==> src/rtl/instr_fetch_unit.sv <==
// instr_fetch_unit: single-outstanding instruction fetch with flush, timeout and optional misalign trap (FETCH_MISALIGN_TRAP_EN)
module instr_fetch_unit #(
    parameter int          TIMEOUT_CYCLES = 16,
    parameter logic [31:0] NOP_INSTR      = 32'h00000013
) (
    input  logic        clock,
    input  logic        reset,
    input  logic        fetch_req_valid,
    output logic        fetch_req_ready,
    input  logic [31:0] fetch_pc,
    input  logic        flush,
    output logic        fetch_busy,
    output logic        mem_req_valid,
    input  logic        mem_req_ready,
    output logic [31:0] mem_req_addr,
    input  logic        mem_resp_valid,
    input  logic [31:0] mem_resp_data,
    output logic        out_valid,
    input  logic        out_ready,
    output logic [31:0] out_instr,
    output logic [31:0] out_pc,
    output logic [1:0]  out_fault
);
    localparam int CW = $clog2(TIMEOUT_CYCLES) + 1;

    typedef enum logic [1:0] {IDLE, REQ, WAIT, HOLD} state_t;

    state_t          state, state_n;
    logic            drop, drop_n;
    logic [CW-1:0]   cnt, cnt_n;
    logic [31:0]     pc_q, pc_n, instr_q, instr_n;
    logic [1:0]      fault_q, fault_n;
    logic            misalign;

`ifdef FETCH_MISALIGN_TRAP_EN
    assign misalign = |fetch_pc[1:0];
`else
    assign misalign = 1'b0;
`endif

    assign fetch_req_ready = state == IDLE && !drop && !flush;
    assign fetch_busy      = state != IDLE || drop;
    assign mem_req_valid   = state == REQ;
    assign mem_req_addr    = {pc_q[31:2], 2'b00};
    assign out_valid       = state == HOLD;
    assign out_instr       = instr_q;
    assign out_pc          = pc_q;
    assign out_fault       = fault_q;

    // next-state: fetch sequencing, flush abandonment, timeout and stale-response tracking
    always_comb begin
        state_n = state;
        drop_n  = drop;
        cnt_n   = cnt;
        pc_n    = pc_q;
        instr_n = instr_q;
        fault_n = fault_q;
        if (drop && mem_resp_valid && state != WAIT) drop_n = 1'b0;
        case (state)
            IDLE: if (fetch_req_valid && fetch_req_ready) begin
                pc_n    = fetch_pc;
                instr_n = NOP_INSTR;
                state_n = misalign ? HOLD : REQ;
                fault_n = misalign ? 2'd1 : 2'd0;
            end
            REQ: if (flush) begin
                state_n = IDLE;
                if (mem_req_ready) drop_n = 1'b1;
            end else if (mem_req_ready) begin
                state_n = WAIT;
                cnt_n   = '0;
            end
            WAIT: if (flush) begin
                state_n = IDLE;
                if (!mem_resp_valid) drop_n = 1'b1;
            end else if (mem_resp_valid) begin
                state_n = HOLD;
                instr_n = mem_resp_data;
                fault_n = 2'd0;
            end else if (cnt == CW'(TIMEOUT_CYCLES - 1)) begin
                state_n = HOLD;
                instr_n = NOP_INSTR;
                fault_n = 2'd2;
                drop_n  = 1'b1;
            end else begin
                cnt_n = cnt + CW'(1);
            end
            HOLD: if (flush || out_ready) state_n = IDLE;
            default: state_n = IDLE;
        endcase
    end

    // state and datapath registers
    always_ff @(posedge clock) begin
        if (reset) begin
            state   <= IDLE;
            drop    <= 1'b0;
            cnt     <= '0;
            pc_q    <= '0;
            instr_q <= NOP_INSTR;
            fault_q <= 2'd0;
        end else begin
            state   <= state_n;
            drop    <= drop_n;
            cnt     <= cnt_n;
            pc_q    <= pc_n;
            instr_q <= instr_n;
            fault_q <= fault_n;
        end
    end
endmodule

==> config.mk <==
export PLATFORM = sky130hd
export DESIGN_NAME = instr_fetch_unit
export DESIGN_NICKNAME = d
export VERILOG_FILES = /design/src/rtl/instr_fetch_unit.sv
export SDC_FILE = /design/constraint.sdc
export NUM_CORES = 1
export LEC_CHECK = 0
export BUFFER_PORTS_ARGS = -buffer_cell sky130_fd_sc_hd__buf_2
export CORE_AREA = 2 2 100 78
export CTS_CLUSTER_DIAMETER = 100
export DETAILED_ROUTE_END_ITERATION = 8
export DIE_AREA = 0 0 102 80
export PLACE_DENSITY = 0.83
export SLEW_MARGIN = 30
export SYNTH_ARGS = -nofsm -noshare
export SYNTH_HDL_FRONTEND = slang
export SYNTH_SLANG_ARGS = --single-unit
==> constraint.sdc <==
create_clock -name clock -period 3.5 [get_ports clock]
set_clock_uncertainty 0.15 [all_clocks]
set_input_delay 0.175 -clock clock [delete_from_list [all_inputs] [get_ports clock]]
set_output_delay 0.175 -clock clock [all_outputs]
set_load 0.01 [all_outputs]
==> impl_metrics.ini, run 1 <==
[run_status]
status = complete, no violations

[placement]
portBuffers = 169
dp_hpwl_um = 6120
gp_congestion = 0.936

[final_layout]
n_antenna_cell = 0
syn_to_final_growth_pct = 43.9
final_core_util = 0.684
nFillCells = 561
layout-drive-gt1-share = 0.338
nets = 667

[route]
dr.pass1.iters = 4
wirelength_um = 10200
initialDrtViolationCount = 183
via_per_inst = 4.91
drcViolationCount = 0
ant_nets = 0
vias = 3410
wl_per_cell_um = 14.6

[floorplanning]
rows = 27
coreArea_mm2 = 0.00716
die_w_um = 102
die_area_mm2 = 0.00816
start_util = 0.476
die_h_um = 80
pin_count = 173

[run]
drv_cap = 0

[clock_network]
cts_buffer_depth = 2
cts_max_level = 3
cts_made_buffers = 9
cts_setup_buffers = 0
hold_buffers = 64
path_clk_slew_ps = 80
clockRootBuffer = clkbuf_8
cts_sinks = 73
cts_tree = yes
post_cts_resize_count = 0
insertion_delay_ps = 330

[setup_path]
path_max_fanout = 32
arrival_ps = 2490
crit_type = flop to flop
critPathRequiredTime_ps = 3590
end_kind = flop
startpoint_type = flop

[timing]
slew_violations = 0
period_minus_slack_ps = 2400
tns_ps = 0
tightest_slew_ps = 688
rsz0062_at_grt = no
slew_headroom = 0.542
fin_crit_sh = 0.685
fmax_mhz = 417
setup_viol = 0
hold_viol = 0

[yosys]
synth_area_per_cell_um2 = 8.65
synth_top_cell_area_share = 0.429
synth-seq-cells = 73
yosys.area.top_type = dfxtp_1
synth-async-reset-ratio = 0
syn_area_mm2 = 0.00341
netlist_top_cells_count = 97 x nand2_1, 73 x dfxtp_1, 37 x a21oi_1
yosysUniqueCellTypes = 41
synth_ff_type = dfxtp_1
synthesis.instances = 394
synth.most_common_cell = nand2_1
yosysSeqAreaShare = 0.429
yosysWarningCount = 0
synth_area_leaders = dfxtp_1 43%, nand2_1 11%, mux2i_1 9.4%
synth_edf_count = 0

[worst_hold_path]
hp-class = input pin to flop

[global_route]
grt_max_degree = 45
overflow = 0
grt_pass1_vias = 3292
grt_usage = 0.243
antenna_found_initial = 0
grt_pass1_wl_um = 15600

[power]
p_leak_uw = 0.00228
power_density_mw_per_mm2 = 404
ir_drop_v = 0.000345
[worst max-delay path, stage by stage (launching register included)]
cell	delay, ps
dfxtp_1	400
ha_1	180
and3_1	160
ha_1	210
or2_4	170
a31oi_4	120
nor2_8	560
mux2i_1	340
[registers in the layout (all words and copies together), names as in the netlist]
name / count
out_fault: 1
drop: 1
out_instr: 32
out_pc: 32
state: 2
cnt: 5
[final cells by class]
class,instances,area (µm²),area share
well taps,101,126,0.0258
flip-flops and latches,73,1460,0.298
clock buffers,9,124,0.0253
clock inverters,7,93.8,0.0191
inverters,6,22.5,0.00459
repair buffers,237,1520,0.311
multi-input cells,262,1550,0.316
[report_power, final]
part	total (µW)	switching (µW)	internal (µW)
Clock	720	319	401
Sequential	874	19.0	855
Combinational	386	200	186
[path summary, 6_finish.rpt]
| check | cells after the start | slack [ps] | end | from |
|---|---|---|---|---|
| hold / removal | 3 | 60 | cnt[0] | mem_req_ready |
| setup / recovery | 7 | 1100 | out_instr[9] | cnt[1] |
| setup reg to reg | 7 | 1100 | out_instr[9] | cnt[1] |
| hold reg to reg | 2 | 310 | out_pc[1] | out_pc[1] |
[kinds of logic after synthesis]
family / Yosys count / synth area share
simple gates: 164 / 0.230
flops: 73 / 0.429
buf+inv: 61 / 0.122
compound gates: 55 / 0.0962
mux: 32 / 0.0940
fa+ha+maj: 7 / 0.0257
other cells: 1 / 0.00110
xor+xnor: 1 / 0.00257
[stage by stage]
step,area [µm²],instances,power [µW],hold slack [ps],setup slack [ps]
floorplan,3410,396,1150,161,1510
global placement,4020,613,1200,266,1300
detailed placement,4040,615,1210,271,1190
CTS,4900,695,1990,35.9,1150
global route,4900,695,2070,48.6,948
finish,4900,695,1980,62.0,1100
[layout by cell type (no fill, tap or decap), types with 2 or more instances in the layout]
master and count:
or2_2 2, dfxtp_1 73, conb_1 3, o31ai_1 4, nor3_1 3, o21ai_0 3, clkinv_2 2, inv_1 6
nand2b_1 31, dlygate4sd3_1 64, mux2i_1 32, buf_4 2, and3_1 2, ha_1 7, nand3_1 5, clkinvlp_4 2
bufinv_16 2, a31oi_1 3, nor2b_1 3, nand2_1 96, buf_6 2, buf_2 169, a21oi_1 37, or3_1 2
clkbuf_8 9, nor2_1 9
[metal layers]
metal,up-vias,global-route usage,part of all wire
li1,1645,-,-
met1,1560,0.274,0.40
met2,185,0.431,0.49
met3,20,0.0858,0.094
met4,0,0.0720,0.015
met5,-,0,0
Note: power is estimated with default switching activity, not from simulation.
==> inputs of run 2 (changes only) <==
Settings changed: CORE_AREA 2 2 100 78 to 2 2 109 84, DIE_AREA 0 0 102 80 to 0 0 111 86, PLACE_DENSITY 0.83 to 0.75.
Clock period 3.5 ns to 1.95 ns, I/O delays scaled along.
==> impl_metrics.ini, run 2 (synthesis results as in run 1) <==
[route]
vias = 3426
initialDrtViolationCount = 227
wl_per_cell_um = 13.8
drcViolationCount = 0
via_per_inst = 4.71
ant_nets = 0
wirelength_um = 10000
dr.pass1.iters = 4

[setup_path]
cp_top_family = simple AND/OR/NAND/NOR gates
path_depth = 9
timing.rr.start = cnt[0]
crit_slowest_cell = dfxtp_2
crit_type = flop to flop
path_buf_inv = 2
startpoint_type = flop
end_kind = flop
r2r_slack_ps = -60
crit_path_max_incr_delay_ps = 330
critPathRequiredTime_ps = 2020
r2r_end = out_instr[9]
crit_chain = ha_4, and3_4, ha_4, or2_4, a31oi_4, buf_12, nor2_4, buf_12, mux2i_1
arrival_ps = 2080
path_max_fanout = 10
r2r_cells = 9

[timing]
rsz0062_at_grt = yes
period_minus_slack_ps = 2010
fin_crit_sh = 1.03
hold_viol = 0
fin_hold_ws_ps = 61.5
setup_viol = 24
fmax_mhz = 496
fin_ws_ps = -64.5
slew_violations = 0

[final_layout]
n_antenna_cell = 0
fin_area_mm2 = 0.00531
nets = 694
layout-drive-gt1-share = 0.376
syn_to_final_growth_pct = 55.9
mostFrequentLayoutCells = 169 x buf_2, 97 x nand2_1, 71 x dfxtp_1, 65 x dlygate4sd3_1, 35 x a21oi_1
final_common_cell = buf_2
nFillCells = 690

[global_route]
grt_max_degree = 33
overflow = 0
grt_usage = 0.207
grt_pass1_wl_um = 16200
grt_pass1_vias = 3420
antenna_found_initial = 0

[floorplanning]
coreArea_mm2 = 0.00838
die_h_um = 86
rows = 29
start_util = 0.406
die_w_um = 111
die_area_mm2 = 0.00955
pin_count = 173

[clock_network]
cts_tree = yes
cts_sinks = 73
insertion_delay_ps = 330
clockRootBuffer = clkbuf_16
path_clk_slew_ps = 50
cts_max_level = 3
cts_made_buffers = 9
cts_buffer_depth = 2

[placement]
gp_congestion = 0.847
post-place-ws_ps = -273
portBuffers = 169
dp_hpwl_um = 6220
place_area_mm2 = 0.00417

[worst_hold_path]
holdPathStages = 2
timing.hold.worst_endpoint = out_fault[1]
hp-class = input pin to flop
hold_start = reset

[run_status]
status = finished with violations
violations = negative setup slack

[power]
power_density_mw_per_mm2 = 757
ir_drop_v = 0.000540
p_leak_uw = 0.00246

[run]
drv_cap = 0
-- run 2: metrics by stage --
stage | setup TNS (ps) | std cells | total power, µW | util
floorplan | 0 | 396 | 2060 | -
global placement | -4520 | 637 | 2200 | 0.498
detailed placement | -7540 | 637 | 2220 | 0.498
CTS | -904 | 724 | 4010 | 0.626
global route | -2660 | 727 | 4180 | 0.634
finish | -1150 | 727 | 4020 | 0.634
-- run 2: worst max-delay path by stage --
stage                          to  slack, ps   start
floorplan            out_instr[0]          8  cnt[0]
global placement    out_instr[11]       -150  cnt[1]
detailed placement  out_instr[24]       -270  cnt[0]
CTS                 out_instr[11]        -50  cnt[0]
global route               cnt[3]       -130  cnt[0]
finish               out_instr[9]        -60  cnt[0]
-- run 2: repair_timing --
action                                  in CTS  in global routing
pin swaps                                    4                  7
endpoints found under the setup margin      36                 64
buffers inserted                             6                  4
cloned                                       2                  0
hold buffers                                65                  0
endpoints found under the hold margin       65                  0
resized for setup                            8                  8
-- run 2: report_power, final --
| part | total, µW | leakage (µW) | switching, µW | internal, µW |
|---|---|---|---|---|
| combinational | 866 | 0.00173 | 410 | 457 |
| sequential | 1570 | 0.000592 | 31.2 | 1540 |
| clock | 1580 | 0.000144 | 582 | 1000 |
| total | 4020 | 0.00246 | 1020 | 3000 |
-- run 2: per-layer routing --
layer	wire, µm	GRT usage	vias to the layer above
met2	5130	0.386	127
met4	135	0.0648	0
li1	-	-	1697
met3	575	0.0558	18
met5	0	0	-
met1	4170	0.232	1584
-- run 2: cell type report --
cell class              instances  area [µm²]  share of cell area
clock buffers                  10         239              0.0450
inverters                       6        22.5             0.00424
repair buffers                262        1780               0.335
clock inverters                 4        45.0             0.00848
multi-input cells             264        1620               0.306
flip-flops and latches         73        1460               0.276
well taps                     108         135              0.0254
==> inputs of run 3 (changes only) <==
Settings changed: SKIP_CTS_REPAIR_TIMING set to 1.
==> impl_metrics.ini, run 3 (synthesis results as in run 1) <==
[clock_network]
cts_sinks = 73
cts_buffer_depth = 2
clockRootBuffer = clkbuf_16
cts_max_level = 3
cts_made_buffers = 9
path_clk_slew_ps = 50
insertion_delay_ps = 330
cts_tree = yes

[timing]
period_minus_slack_ps = 2050
fmax_mhz = 488
fin_crit_sh = 1.05
setup_viol = 34
hold_viol = 0
tns_ps = -1930
fin_ws_ps = -101
slew_violations = 0
fin_hold_ws_ps = 43.0
rsz0062_at_grt = yes

[power]
ir_drop_v = 0.000542
power_density_mw_per_mm2 = 759
p_leak_uw = 0.00246
p_total_uw = 4010

[setup_path]
path_buf_inv = 1
startpoint_type = flop
r2r_slack_ps = -100
crit_chain = ha_4, and3_4, ha_4, or2_4, a31oi_4, nor2_8, clkbuf_16, mux2i_1
end_kind = flop
crit_top_cell = ha_4
cp_top_family = simple AND/OR/NAND/NOR gates
crit_path_max_incr_delay_ps = 330
arrival_ps = 2110
critPathRequiredTime_ps = 2010
path_max_fanout = 5
crit_type = flop to flop
crit_slowest_cell = dfxtp_2

[placement]
place_area_mm2 = 0.00417
portBuffers = 169
gp_congestion = 0.847
dp_hpwl_um = 6220

[route]
initialDrtViolationCount = 216
drcViolationCount = 0
dr.pass1.iters = 4
wl_per_cell_um = 13.9
via_per_inst = 4.72
wirelength_um = 10100
vias = 3424
ant_nets = 0

[run_status]
violations = negative setup slack
status = finished with violations

[final_layout]
mostFrequentLayoutCells = 169 x buf_2, 97 x nand2_1, 71 x dfxtp_1, 64 x dlygate4sd3_1, 35 x a21oi_1
nets = 692
fin_area_mm2 = 0.00528
final_core_util = 0.630
syn_to_final_growth_pct = 54.9
n_antenna_cell = 0
final_common_cell = buf_2
layout-drive-gt1-share = 0.373

[global_route]
grt_pass1_vias = 2999
grt_pass1_wl_um = 13800
grt_usage = 0.175
overflow = 0
antenna_found_initial = 0
grt_max_degree = 33

[floorplanning]
pin_count = 173
die_w_um = 111
rows = 29
start_util = 0.406
die_area_mm2 = 0.00955
die_h_um = 86
coreArea_mm2 = 0.00838

[run]
drv_cap = 0

[worst_hold_path]
hp-class = input pin to flop
run 3: path summary, 6_finish.rpt:
path	from	end	cells past startpoint
hold reg to reg	out_pc[0]	out_pc[0]	2
setup / recovery	cnt[1]	out_instr[5]	8
setup reg to reg	cnt[1]	out_instr[5]	8
hold / removal	mem_req_ready	cnt[3]	3
run 3: per-layer routing:
| layer | up-vias | wire [µm] | GRT usage |
|---|---|---|---|
| met3 | 20 | 610 | 0.0558 |
| met5 | - | 0 | 0 |
| met4 | 0 | 144 | 0.0534 |
| met2 | 130 | 5130 | 0.317 |
| met1 | 1581 | 4190 | 0.199 |
| li1 | 1693 | - | - |
run 3: final cells by class:
| cell class | instances | area (µm²) |
|---|---|---|
| fill | 691 | 3100 |
| multi-input combinational | 263 | 1610 |
| tap | 108 | 135 |
| timing repair buffer | 261 | 1770 |
| sequential | 73 | 1460 |
| clock buffer | 10 | 239 |
| inverter | 6 | 22.5 |
| clock inverter | 4 | 45.0 |
run 3: power by group:
group	switching (µW)	total, µW	leakage [µW]	internal, µW
clock network	579	1580	0.000144	1000
registers	31.2	1570	0.000592	1540
logic	402	855	0.00172	453
run 3: stage by stage:
step,std cells,worst slack (ps)
2_1_floorplan,396,8.47
3_3_place_gp,637,-145
3_5_place_dp,637,-273
4_1_cts,651,-300
5_1_grt,725,-207
6_report,725,-101
run 3: tightest hold or removal path: stages:
cell and delay, ps:
buf_2 120, a31o_2 210, a21oi_2 40
